## config.mk

```make
export PLATFORM = sky130hd
export DESIGN_NAME = uart_rx_frame
export DESIGN_NICKNAME = d
export VERILOG_FILES = /design/src/rtl/uart_rx_frame.sv
export SDC_FILE = /design/constraint.sdc
export NUM_CORES = 1
export LEC_CHECK = 0
export ABC_AREA = 0
export BUFFER_PORTS_ARGS = -buffer_cell sky130_fd_sc_hd__clkbuf_2
export CELL_PAD_IN_SITES_DETAIL_PLACEMENT = 0
export CELL_PAD_IN_SITES_GLOBAL_PLACEMENT = 1
export CORE_ASPECT_RATIO = 0.75
export CORE_MARGIN = 1
export CORE_UTILIZATION = 44
export DETAILED_ROUTE_END_ITERATION = 7
export PLACE_DENSITY_LB_ADDON = 0.1
export SLEW_MARGIN = 0
export SYNTH_ARGS = -nofsm -noshare
export SYNTH_HDL_FRONTEND = slang
export SYNTH_SLANG_ARGS = --single-unit
```

## constraint.sdc

```tcl
create_clock -name clk -period 1.6 [get_ports clk]
set_input_delay 0.24 -clock clk [delete_from_list [all_inputs] [get_ports clk]]
set_output_delay 0.24 -clock clk [all_outputs]
set_load 0.05 [all_outputs]
```

## src/rtl/uart_rx_frame.sv

```systemverilog
// 8N1 UART receiver with 16x oversampling and a header-framed 24-bit word assembler.
// A frame is a 0x00 header followed by three payload bytes, least-significant byte first.
module uart_rx_frame #(
  parameter int unsigned CLK_FREQ     = 50_000_000,
  parameter int unsigned BAUD         = 115200,
  parameter int unsigned TIMEOUT_BITS = 20
) (
  input  logic        clk,
  input  logic        rst,
  input  logic        rs232_rx,
  output logic [23:0] recv_data,
  output logic        data_valid,
  output logic        frame_err,
  output logic        busy
);

  localparam int unsigned DIV     = CLK_FREQ / (BAUD * 16);
  localparam int unsigned DivW    = (DIV > 1) ? $clog2(DIV) : 1;
  localparam int unsigned BitClks = DIV * 16;
  localparam int unsigned BitW    = (BitClks > 1) ? $clog2(BitClks) : 1;
  localparam int unsigned ToW     = $clog2(TIMEOUT_BITS + 1);

  typedef enum logic [1:0] {RxIdle, RxStart, RxData, RxStop} rx_state_e;
  typedef enum logic [1:0] {WaitHdr, GetB1, GetB2, GetB3} frame_state_e;

  // Input synchroniser and falling-edge detect
  logic rx_meta, rx_sync, rx_prev, rx_fall;

  always_ff @(posedge clk or negedge rst) begin
    if (!rst) begin
      rx_meta <= 1'b1;
      rx_sync <= 1'b1;
      rx_prev <= 1'b1;
    end else begin
      rx_meta <= rs232_rx;
      rx_sync <= rx_meta;
      rx_prev <= rx_sync;
    end
  end

  assign rx_fall = rx_prev & ~rx_sync;

  // Oversampling tick generator, parked at zero while idle so each byte starts phase-aligned
  rx_state_e       rx_state;
  logic [DivW-1:0] div_cnt;
  logic            tick;

  assign tick = (rx_state != RxIdle) && (div_cnt == DivW'(DIV - 1));

  always_ff @(posedge clk or negedge rst) begin
    if (!rst) begin
      div_cnt <= '0;
    end else if (rx_state == RxIdle || tick) begin
      div_cnt <= '0;
    end else begin
      div_cnt <= div_cnt + 1'b1;
    end
  end

  // Byte receiver
  logic [3:0] tick_cnt;
  logic [2:0] bit_cnt;
  logic [1:0] samp;
  logic [7:0] shift;
  logic       maj;
  logic       byte_ok;
  logic       byte_bad;

  // Majority of the tick-7 and tick-8 samples with the live tick-9 value
  assign maj = (samp[0] & samp[1]) | (samp[0] & rx_sync) | (samp[1] & rx_sync);

  always_ff @(posedge clk or negedge rst) begin
    if (!rst) begin
      rx_state <= RxIdle;
      tick_cnt <= '0;
      bit_cnt  <= '0;
      samp     <= '0;
      shift    <= '0;
      byte_ok  <= 1'b0;
      byte_bad <= 1'b0;
    end else begin
      byte_ok  <= 1'b0;
      byte_bad <= 1'b0;
      case (rx_state)
        RxIdle: begin
          if (rx_fall) begin
            rx_state <= RxStart;
            tick_cnt <= '0;
            bit_cnt  <= '0;
          end
        end
        default: begin
          if (tick) begin
            tick_cnt <= tick_cnt + 4'd1;
            if (tick_cnt == 4'd7) samp[0] <= rx_sync;
            if (tick_cnt == 4'd8) samp[1] <= rx_sync;
            if (tick_cnt == 4'd9) begin
              case (rx_state)
                RxStart: if (maj) rx_state <= RxIdle;
                RxData:  shift <= {maj, shift[7:1]};
                RxStop: begin
                  // Leave early so a back-to-back start edge is never missed
                  byte_ok  <= maj;
                  byte_bad <= ~maj;
                  rx_state <= RxIdle;
                end
                default: ;
              endcase
            end
            if (tick_cnt == 4'd15) begin
              if (rx_state == RxStart) begin
                rx_state <= RxData;
              end else if (rx_state == RxData) begin
                bit_cnt <= bit_cnt + 3'd1;
                if (bit_cnt == 3'd7) rx_state <= RxStop;
              end
            end
          end
        end
      endcase
    end
  end

  // Frame assembler with inter-byte timeout
  frame_state_e    frame_state;
  logic [15:0]     staging;
  logic [BitW-1:0] to_clk;
  logic [ToW-1:0]  to_bits;
  logic            to_bit_wrap;

  assign to_bit_wrap = (frame_state != WaitHdr) && (rx_state == RxIdle) &&
                       (to_clk == BitW'(BitClks - 1));

  always_ff @(posedge clk or negedge rst) begin
    if (!rst) begin
      frame_state <= WaitHdr;
      staging     <= '0;
      recv_data   <= '0;
      data_valid  <= 1'b0;
      frame_err   <= 1'b0;
      busy        <= 1'b0;
      to_clk      <= '0;
      to_bits     <= '0;
    end else begin
      data_valid <= 1'b0;
      frame_err  <= 1'b0;

      if (frame_state == WaitHdr || byte_ok) begin
        to_clk  <= '0;
        to_bits <= '0;
      end else if (rx_state == RxIdle) begin
        if (to_bit_wrap) begin
          to_clk  <= '0;
          to_bits <= to_bits + 1'b1;
        end else begin
          to_clk <= to_clk + 1'b1;
        end
      end

      if (byte_bad) begin
        frame_err   <= 1'b1;
        frame_state <= WaitHdr;
        busy        <= 1'b0;
      end else if (byte_ok) begin
        case (frame_state)
          WaitHdr: begin
            if (shift == 8'h00) begin
              frame_state <= GetB1;
              busy        <= 1'b1;
            end
          end
          GetB1: begin
            staging[7:0] <= shift;
            frame_state  <= GetB2;
          end
          GetB2: begin
            staging[15:8] <= shift;
            frame_state   <= GetB3;
          end
          GetB3: begin
            recv_data   <= {shift, staging};
            data_valid  <= 1'b1;
            frame_state <= WaitHdr;
            busy        <= 1'b0;
          end
          default: frame_state <= WaitHdr;
        endcase
      end else if (to_bit_wrap && to_bits == ToW'(TIMEOUT_BITS - 1)) begin
        frame_err   <= 1'b1;
        frame_state <= WaitHdr;
        busy        <= 1'b0;
      end
    end
  end

endmodule

```

======== Word level (Yosys, flattened, before mapping) ========
Index checks and enable logic that the tools add are counted.
word-level totals
  input port bits ......................... 3
  logic and storage cells ................. 132
  output and inout bits ................... 27
  register bits ........................... 88
cells by class
  bitwise gates (word level) .............. 10
  reductions and logical operators ........ 28
  $add $sub $neg .......................... 5
  equal/unequal tests ..................... 18
  muxes and demuxes ....................... 50
operators with widths
  kind                   count
  $mux W9                3
  $mux W2                13
  $mux W5                4
  $mux W1                18
  $mux W3                6
  $reduce_and A3 Y1      6
  $reduce_bool A2 Y1     7
  $eq A4 B4 Y1 const B   3
  $mux W4                3
  $add A5 B1 Y5 const B  2
  $eq A5 B5 Y1 const B   2
  $add A9 B1 Y9 const B  1
  $eq A9 B9 Y1 const B   1
  $eq A2 B2 Y1 const B   4
  $logic_not A8 Y1       1
  $pmux W2 S4            1
  $reduce_and A2 Y1      3
  $reduce_and A5 Y1      1
  $add A4 B1 Y4 const B  1
  $and A1 B1 Y1          4
  $eq A2 B1 Y1 const B   2
  $eq A4 B3 Y1 const B   1
  $logic_and A1 B1 Y1    4
  $logic_not A2 Y1       2
  12 further kinds       18

======== Logic depth before layout (Yosys ltp) ========
  depth after elaboration ................. 12
  mapped depth ............................ 7
  gate-level depth less buffers ........... 6

======== Worst setup path before layout ========
Ideal clock, no wire load.
  path type ............................... reg-to-reg
  start ................................... register frame_state[0]
  end ..................................... register to_bits[3]
  library setup time ...................... 0.066 ns
  clock period less this slack ............ 1.734 ns
  required time ........................... 1.534 ns
  path slack .............................. -0.134 ns
  cell stages (with the launch flop) ...... 7
  buffers on the path ..................... 0
  arrival time ............................ 1.668 ns
  cell sequence ........................... dfrtp_1 -> inv_1 -> ha_1 -> nor3b_4 -> nand3_4 -> or4_1 -> nand2_1
between the ends
  cells in the longest elaborated chain, start to end .. 5
  elaborated cells on any way between the ends .. 9
  classes of those cells .................. mux: 1; reduce/logical: 8
RTL lines
  what                              line  RTL
  from (decl)                       125   frame_state_e frame_state;
  from (signal assigned)            136   frame_state <= WaitHdr;
  from (signal assigned)            162   frame_state <= WaitHdr;
  from (signal assigned)            168   frame_state <= GetB1;
  $reduce_bool A2 Y1                131   assign to_bit_wrap = (frame_state != WaitHdr) && (rx_state == RxIdle) &&
  $logic_and A1 B1 Y1 (2 in a row)  131
  $reduce_bool A2 Y1 (no line)      --
  $reduce_and A2 Y1 (no line)       --
  to (signal assigned)              154   to_bits <= to_bits + 1'b1;
  to (decl)                         128   logic [ToW-1:0] to_bits;
Parallel ways exist; a longest one is shown, timed or not.
A chain may end at the register's enable or synchronous reset.

======== Worst setup path in the final report ========
  start ................................... register shift[6]
  end ..................................... register busy
between the ends
  cells in the longest elaborated chain, start to end .. 3
RTL lines
  what                         line  RTL
  from (decl)                  64    logic [7:0] shift;
  from (signal assigned)       100   RxData: shift <= {maj, shift[7:1]};
  $logic_not A8 Y1             167   if (shift == 8'h00) begin
  $ne A4 B3 Y1 (no line)       --
  $reduce_and A3 Y1 (no line)  --
  to (signal assigned)         163   busy <= 1'b0;
  to (signal assigned)         169   busy <= 1'b1;
  to (signal assigned)         184   busy <= 1'b0;
  to (decl)                    14    output logic busy
No other way between the ends.

==> metrics.md <==
| Metric | Value |
|---|---|
| GP Congestion | `~0.77` |
| Slew Limit Fails | `0` |
| CTS tree | `built` |
| Port Buf Inserts | `29` |
| Clk_lat worst skew | `around 0.34 ns` |
| Setup violators final | `0` |
| Crit. End Element | `flop` |
| Gr usage total | `18.1%` |
| Yosys cell types | `52` |
| DR WL/cell | `between 15 and 20 um` |
| Delay of the slowest critical-path stage | `approximately 0.56 ns` |
| Critical path class | `reg -> reg` |
| Largest net degree at the start of global routing | `33` |
| Req. time, crit path | `~1.8 ns` |
| Die height | `83.9 um` |
| Leakage | `~2.6 nW` |
| Starting Density | `a little under half` |
| Yosys warnings | `0` |
| H-tree Lvls | `3` |
| Final wirelength | `about 7600 um` |
| Hold WC Path Type | `reg -> reg` |
| Cell Chain, Critical Path | `or4_4 > o211ai_4 > o31ai_4 > a22o_1` |
| Slew margin rel. | `roughly 71%` |
| Post-place setup slack | `-0.0435 ns` |
| Antenna diode count | `0` |
| Layout area overhead | `31.4%` |
| Maximum vdd drop | `~0.62 mV` |
| Register bit count reported by yosys | `about 90` |
| Setup ws final | `slightly below 0.003 ns` |
| # nets final | `approximately 400` |
| Final core area utilization | `around three fifths` |
| Total negative slack | `0 ns` |
| CP Max Fanout | `3` |
| Crit-path slowest cell | `or4_4` |
| IO Count | `30` |
| Post-synth design cell area | `slightly below 0.004 mm2` |
| Fmax | `626 MHz` |
| Hold Crit Depth | `0` |
| Cell taking the most area after synthesis | `dfrtp_1` |
| Commonest non-fill, non-tap cell in the layout | `dfrtp_1` |
| Syn_nets | `between 300 and 400` |
| Share of cells above drive strength 1 | `between 40% and 50%` |
| Post-synth ARST share | `100%` |
| Placed insts | `479` |
| Post-synth top area share | `roughly 54%` |
| Top FF cell, synth | `dfrtp_1` |
| Max Root-Sink Buffers | `2` |
| Final HPWL DP | `between 5000 and 6000 um` |
| DIE AREA | `approximately 0.0093 mm2` |
| Vias in the first global route | `approximately 2600` |
| Via/cell ratio | `~5.2` |
| Num CTS Buffers | `9` |
| Register area share after synthesis | `between 50% and 60%` |
| Rows | `29` |
| Violated checks | `design-rule violations` |
| Clock skew | `slightly below 0.006 ns` |
| Least-Margin Pin Slew | `about 0.43 ns` |
| Dominant cells by area after synthesis | `dfrtp_1 54%, mux2_2 15%, ha_1 4.4%, nor2_1 2.2%, dfstp_2 2.0%` |
| Initial antenna violation count | `0` |
| Status | `finished with violations` |
| Starting DRC count in detailed routing | `77` |
| RSZ-0062 raised after global routing | `true` |
| Die Width | `between 100 and 150 um` |
| Worst-path clk slew | `approximately 0.060 ns` |
| Startpoint Class | `flop` |
| Most frequent cells in the layout | `85 x dfrtp_1, 51 x buf_4, 44 x mux2_2` |
| Fin crit share | `between 90 and 100%` |
| Vias | `roughly 2600` |
| Mean Syn Cell Area | `about 13 um2` |
| Fin. Hold Viols | `0` |
| Worst EP arrival | `between 1.5 and 2 ns` |
| GRT overflow | `0` |
| PwrDens | `between 1000 and 1500 mW/mm2` |
| First-pass GRT wire length | `about 13000 um` |
| Syn Inst Count | `300` |
| ANT nets after route | `0` |
| R2R depth | `4` |
| Drt pass-1 iters | `6` |
| CORE AREA | `about 0.0086 mm2` |
| Register area | `around 0.0022 mm2` |
| DRC | `3` |
| Root buffer cell | `clkbuf_16` |
| Min Clock Period, post-route | `approximately 1.6 ns` |
| Clock sink count | `between 80 and 90` |
| Finished Layout Cells | `around 500` |
| Area of the multi-input gates | `roughly 0.0018 mm2` |
| Design Power | `around 0.0054 W` |
| EDFF count, synth | `0` |
| Max capacitance violation total | `0` |
| Fillers | `a little under 700` |
==> final timing paths <==
kind / start / slack, ns / to
max: shift[6] / 0.003 / busy
min: rx_meta / 0.36 / rx_sync
max reg2reg: shift[6] / 0.003 / busy
min reg2reg: rx_meta / 0.36 / rx_sync
max in group asynchronous: rst / 0.67 / recv_data[12]
min in group asynchronous: rst / 0.38 / staging[11]
==> layer usage <==
metal  up-vias  global-route usage [%]  share of wire, %
li1       1255                       -                 -
met1      1299                    25.2                52
met2        31                    26.8                44
met3         8                    5.45               2.8
met4         0                    6.27               1.0
met5         -                       0                 0
==> area by class of cell <==
type / instances / share of cell area, %
Clock buffer: 10 / 4.62
Clock inverter: 6 / 2.22
Inverter: 9 / 0.653
Multi-Input combinational cell: 194 / 34.0
Sequential cell: 88 / 42.6
Tap cell: 108 / 2.61
Timing Repair Buffer: 88 / 13.3
==> flip-flops by register name, indices dropped and copies added (netlist names) <==
name / flops
bit_cnt: 3
busy: 1
byte_bad: 1
byte_ok: 1
data_valid: 1
div_cnt: 5
frame_err: 1
frame_state: 2
recv_data: 24
rx_meta: 1
rx_prev: 1
rx_state: 2
rx_sync: 1
samp: 2
shift: 8
staging: 16
tick_cnt: 4
to_bits: 5
to_clk: 9
==> power breakdown <==
group          leakage (nW)  total [W]  switching (W)  internal [W]
Clock                 0.169    0.00244       0.000864       0.00158
Combinational          1.19   0.000586       0.000278      0.000308
Sequential             1.20    0.00241      0.0000771       0.00233
==> synth_stat cells (2+ instances only) <==
master and count:
dfrtp_1 85, or2_1 2, ha_1 14, a211oi_1 3, and4b_1 2, buf_6 2, dfstp_2 3, nor2b_1 2
inv_1 9, xor2_1 6, o31ai_1 2, o31ai_2 2, nand3_1 13, nor2_1 23, o211ai_1 3, or4_1 3
o21ai_0 5, a22oi_1 2, mux2_2 52, nand4_1 3, nor3b_4 2, nor3_1 2, nand2_1 17, o2bb2ai_1 5
xnor2_1 7, buf_2 4, clkbuf_1 2
==> cell families (layout without fill, tap and decap cells) <==
logic type / after synthesis / count (layout) / synth area share [%]
AOI/OAI and AO/OA: 31 / 31 / 6.70
xor gates and xnor gates: 13 / 13 / 2.89
adders and majority gates: 15 / 15 / 4.70
buffers and inverters: 18 / 113 / 2.32
DFF: 88 / 88 / 56.0
muxes: 53 / 53 / 15.1
and+or+nand+nor: 82 / 82 / 12.3
==> stage by stage <==
| step | hold slack [ns] | instance area (um2) |
|---|---|---|
| floorplan | -0.0556 | 3970 |
| global placement | 0.215 | 4650 |
| detailed placement | 0.213 | 4650 |
| CTS | 0.358 | 5050 |
| global route | 0.359 | 5180 |
| finish | 0.357 | 5180 |
==> what timing repair did <==
| action | CTS | global route |
|---|---|---|
| buffers inserted | 2 | 3 |
| hold endpoints to repair | 25 | 0 |
| gates cloned | 0 | 1 |
| endpoints found under the setup margin | 18 | 46 |
| gates resized for setup | 5 | 19 |
| pin swaps | 8 | 7 |
| hold buffers | 2 | 0 |
==> critical path: cells and delay by family (launching register included) <==
kind	cells	cell delay (ns)
and+or+nand+nor	1	0.56
AOI/OAI and AO/OA	3	0.55
DFF	1	0.37
No activity file was read; power rests on OpenSTA's default activity.
